===== src/rtl/mac_sequencer.sv =====
// Command-side sequencer for the 32-bit MAC register. It buffers A/B operand pairs
// and on start issues clear + per-element accumulate commands, then captures the dot product.
module mac_sequencer #(
  parameter int MAX_LEN = 16,
  parameter int ADDR_W  = 4
) (
  input  logic              clk,
  input  logic              reset,
  input  logic              wrEn,
  input  logic [ADDR_W-1:0] wrAddr,
  input  logic [15:0]       wrA,
  input  logic [15:0]       wrB,
  input  logic              start,
  input  logic [ADDR_W:0]   length,
  output logic              busy,
  output logic [1:0]        macOpcode,
  output logic [15:0]       macA,
  output logic [15:0]       macB,
  input  logic [31:0]       macData,
  output logic [31:0]       result,
  output logic              resultValid,
  input  logic              resultReady
);

  typedef enum logic [2:0] {IDLE, CLEAR, ACCUM, DRAIN, HOLD} state_t;

  localparam logic [ADDR_W:0] MAX_LEN_C = (ADDR_W+1)'(MAX_LEN);
  localparam logic [ADDR_W:0] ONE_C     = (ADDR_W+1)'(1);

  state_t            state_reg, state_next;
  logic [ADDR_W:0]   len_reg, len_next;
  logic [ADDR_W:0]   index_reg, index_next;
  logic [31:0]       result_reg, result_next;
  logic              valid_reg, valid_next;

  // Operand pairs stored packed as {A,B}; rd_reg is the registered read port.
  logic [31:0]       buf_mem [MAX_LEN];
  logic [31:0]       rd_reg;

  // The read address is index_next, so rd_reg already holds the element for the
  // index the ACCUM cycle is about to use. CLEAR re-reads entry 0 so a write landing
  // on the start edge is still seen.
  always_ff @(posedge clk) begin
    if (wrEn && (state_reg == IDLE)) begin
      buf_mem[wrAddr] <= {wrA, wrB};
    end
    rd_reg <= buf_mem[index_next[ADDR_W-1:0]];
  end

  always_ff @(posedge clk) begin
    if (reset) begin
      state_reg  <= IDLE;
      len_reg    <= '0;
      index_reg  <= '0;
      result_reg <= '0;
      valid_reg  <= 1'b0;
    end else begin
      state_reg  <= state_next;
      len_reg    <= len_next;
      index_reg  <= index_next;
      result_reg <= result_next;
      valid_reg  <= valid_next;
    end
  end

  always_comb begin
    state_next  = state_reg;
    len_next    = len_reg;
    index_next  = index_reg;
    result_next = result_reg;
    valid_next  = valid_reg;
    macOpcode   = 2'd0;
    macA        = 16'd0;
    macB        = 16'd0;
    case (state_reg)
      IDLE: begin
        if (start) begin
          len_next   = (length > MAX_LEN_C) ? MAX_LEN_C : length;
          index_next = '0;
          state_next = CLEAR;
        end
      end
      CLEAR: begin
        macOpcode  = 2'd1;
        index_next = '0;
        state_next = (len_reg == '0) ? DRAIN : ACCUM;
      end
      ACCUM: begin
        macOpcode  = 2'd2;
        macA       = rd_reg[31:16];
        macB       = rd_reg[15:0];
        index_next = index_reg + ONE_C;
        if (index_reg == (len_reg - ONE_C)) begin
          state_next = DRAIN;
        end
      end
      DRAIN: begin
        // The last accumulate has landed in the MAC register by now.
        result_next = macData;
        valid_next  = 1'b1;
        state_next  = HOLD;
      end
      HOLD: begin
        if (valid_reg && resultReady) begin
          valid_next = 1'b0;
          state_next = IDLE;
        end
      end
      default: state_next = IDLE;
    endcase
  end

  assign busy        = (state_reg != IDLE);
  assign result      = result_reg;
  assign resultValid = valid_reg;

endmodule


===== config.mk =====
export PLATFORM = sky130hd
export DESIGN_NAME = mac_sequencer
export DESIGN_NICKNAME = d
export VERILOG_FILES = /design/src/rtl/mac_sequencer.sv
export SDC_FILE = /design/constraint.sdc
export NUM_CORES = 1
export LEC_CHECK = 0
export ABC_AREA = 1
export CORE_MARGIN = 4
export CORE_UTILIZATION = 60
export DETAILED_ROUTE_END_ITERATION = 10
export PLACE_DENSITY_LB_ADDON = 0.08
export SLEW_MARGIN = 30
export SYNTH_ARGS = -nofsm -noshare
export SYNTH_HDL_FRONTEND = slang
export SYNTH_SLANG_ARGS = --single-unit

===== constraint.sdc =====
create_clock -name clk -period 3.22 [get_ports clk]
set_input_delay 0.483 -clock clk [delete_from_list [all_inputs] [get_ports clk]]
set_output_delay 0.483 -clock clk [all_outputs]
set_load 0.01 [all_outputs]

==> flow_summary.toml <==
[pwr]
clkPwrFrac_pct = 31.2
max-vdd-ir-drop_uv = 561.4
swShare_pct = 31.95
cellPowerDensity_nw_per_um2 = 731.8
p_seq_share_pct = 42.2
p_leak_nw = 11.84
comb_power_share_pct = 26.6
p_int_mw = 14.42
netSwitchingPower_mw = 6.771
power.total_mw = 21.19

[synthesis]
syn_inst = 2412
synth_area_leaders = "edfxtp_1 (61%), nand3_1 (12%), nand2_1 (8.6%), dfxtp_1 (6.2%), inv_1 (4.6%)"
yosysMostFrequentCell = "nand3_1"
yosys_register_bits = 590
synth_nets = 2492
avgSynthCellArea_sq_um = 10.37
synthTopCellsByCount = "nand3_1 (591), nand2_1 (571), edfxtp_1 (512), inv_1 (309), nor2_1 (129)"
async_flop_share_pct = 0
synth_flop_cell = "edfxtp_1"
netlist_area_sq_um = 25000
synthDominantCellAreaShare_pct = 61.50
synth_area_leader_cell = "edfxtp_1"
ys_warn_count = 0
yosysSeqAreaShare_pct = 67.74
synth_cell_types = 32
synth_edf_count = 512

[worst_setup_path]
r2r_start = "state_reg[2]$_SDFFE_PP0P_"
r2r-end = "buf_mem[5][16]$_DFFE_PP_"
crit_chain = "nor2_4, nand2_4, buf_4, nor2_1, clkdlybuf4s50_1"
crit_fanout = 20
cp-end-kind = "primary output"
rrSetupSlack_ps = 620
start_kind = "register"
required_ps = 2740
path_class = "reg2out"
cp_slowest_stage_delay_ps = 580
r2r_cells = 8
crit_buf_inv = 2
crit_family = "buffers and inverters"
worstPathArrival_ps = 2500
crit_path_top_delay_cell = "clkdlybuf4s50_1"

[placed_design]
io_buffers = 145
placedInstanceArea_sq_um = 27090
dp_hpwl_um = 33210
gp_congestion = 0.8534
place_ws_ps = 506.5

[min_path]
holdPathStages = 3
whs_endpoint = "result[14]$_SDFFE_PP0P_"
hp-class = "in2reg"
hp-start = "macData[14]"

[cells_and_area]
diodes = 0
multi_input_area_sq_um = 6235
n_fill_cell = 2979
nets = 2599
drive_gt1_share_pct = 6.506
ff_latch_area_sq_um = 16940
syn_to_final_growth_pct = 15.84
design_area_sq_um = 28960
largest_register_ffs = 512

[sta]
fin_skew_ps = 15.86
fmaxAchievable_mhz = 335.0
worst_hold_slack_ps = 468.4
hold_viol = 0
setup_ws_ps = 235.0
rsz0062_at_grt = "false"
finalSetupTns_ps = 0
tightestPinTransition_ps = 852.0
setup_violations = 0
slew_headroom_pct = 43.13
slew_viol_final = 0
finalCritPeriodShare_pct = 92.70
finalCriticalPeriod_ps = 2985

[global_routing]
overflow = 0
grt_pass1_vias = 17010
antenna_found_initial = 0
grt_use_total_pct = 26.86
grt_pass1_wl_um = 94370
grt_max_degree = 164

[clock_network]
post_cts_buffers = 0
clk_latency_ps = 610
h-tree-depth = 2
cts-buffers-inserted = 58
cts_hold_buf = 0
cts_tree = "built"
cts_buffer_depth = 3
cts_sinks = 590
clkTransAtPathRegs_ps = 60
cts_resized = 0
cts_root_buf = "clkbuf_16"

[drt]
drt_pass1_iterations = 5
ant_nets = 0
viasPerCell = 5.678
wl_per_cell_um = 19.56
drt-initial-drc-count = 1883
routed_wl_um = 60600
route.detailed.drc = 0
dr_total_vias = 17600

[floorplan]
num_io_pins = 146
core_area_sq_um = 41020
die_height_um = 212.1
die_area_sq_um = 45000
start_util_pct = 60.95
rows = 74
dieWidth_um = 212.1

[job]
cap_violations = 0

[status]
run_status = "finished clean"
-- per-stage QoR --
stage                     util, %  std cells
after floorplan                 -       2412
after CTS                   70.61       3099
after global routing        70.61       3099
after detailed placement    66.04       2991
after global placement      66.04       2991
final                       70.61       3099
-- metal layers --
metal | wire length, um | share of wire (%) | GRT usage [%] | vias to the layer above
li1 | - | - | - | 8256
met1 | 25600 | 42 | 38.39 | 8457
met2 | 28470 | 47 | 43.47 | 769
met3 | 4971 | 8.2 | 3.718 | 114
met4 | 1557 | 2.6 | 8.495 | 0
met5 | 0 | 0 | 0 | -
-- kinds of logic (layout without fill, tap and decap cells) --
logic type	after synthesis	in the layout	synth area share, %
AND/OR/NAND/NOR	1303	1303	22.73
flip-flops	590	590	67.74
buffers and inverters	460	615	8.072
AO/OA/AOI/OAI	51	51	1.151
XOR/XNOR	6	6	0.2102
adder cells (fa/ha/maj)	2	2	0.1001
-- layout by cell type (no fill, tap or decap), types with 3 or more instances in the layout --
cell type,Yosys,routed
clkdlybuf4s50_1,0,145
nand2_1,571,570
buf_4,21,26
clkbuf_8,0,14
clkbuf_16,0,59
nand3_1,591,591
dfxtp_1,78,78
buf_12,0,21
inv_1,309,309
xor2_1,3,3
nand2_4,1,3
xnor2_1,3,3
clkinv_1,0,3
o21ai_0,36,36
clkinv_2,0,8
a21oi_1,7,7
inv_2,6,6
nor2_1,129,113
nor2_4,1,17
edfxtp_1,512,512
clkbuf_1,19,19
-- tightest hold or removal path, stage by stage --
cell and delay, ps:
clkdlybuf4s50_1 400, nor2_1 100, nor2_1 50
-- final cells by class --
cell class | instances | share of cell area, %
clock buffers | 92 | 6.009
clock inverters | 16 | 0.4666
inverters | 315 | 4.083
multi-input cells | 1362 | 21.53
flip-flops and latches | 590 | 58.48
well taps | 532 | 2.298
repair buffers | 192 | 7.137
-- worst max path at each step --
stage                                   start                  endpoint  slack (ps)  cells after the start
floorplan           state_reg[2]$_SDFFE_PP0P_   buf_mem[0][0]$_DFFE_PP_         270                      7
global placement                         wrEn  buf_mem[7][25]$_DFFE_PP_         550                      6
detailed placement                      start        rd_reg[17]$_DFF_P_         510                     11
CTS                 state_reg[2]$_SDFFE_PP0P_                   macA[3]         200                      5
global route        state_reg[2]$_SDFFE_PP0P_                  macA[13]         130                      5
finish              state_reg[2]$_SDFFE_PP0P_                  macA[12]         230                      5
-- power by group through the flow --
stage	registers [mW]	logic [mW]	clock network [mW]
final	8.95	5.64	6.61
after global routing	8.98	6.27	7.03
after CTS	8.95	5.62	6.70
after detailed placement	9.10	5.59	0
after global placement	9.10	5.47	0
after floorplan	9.05	3.98	0
No activity file was read; power rests on OpenSTA's default activity.
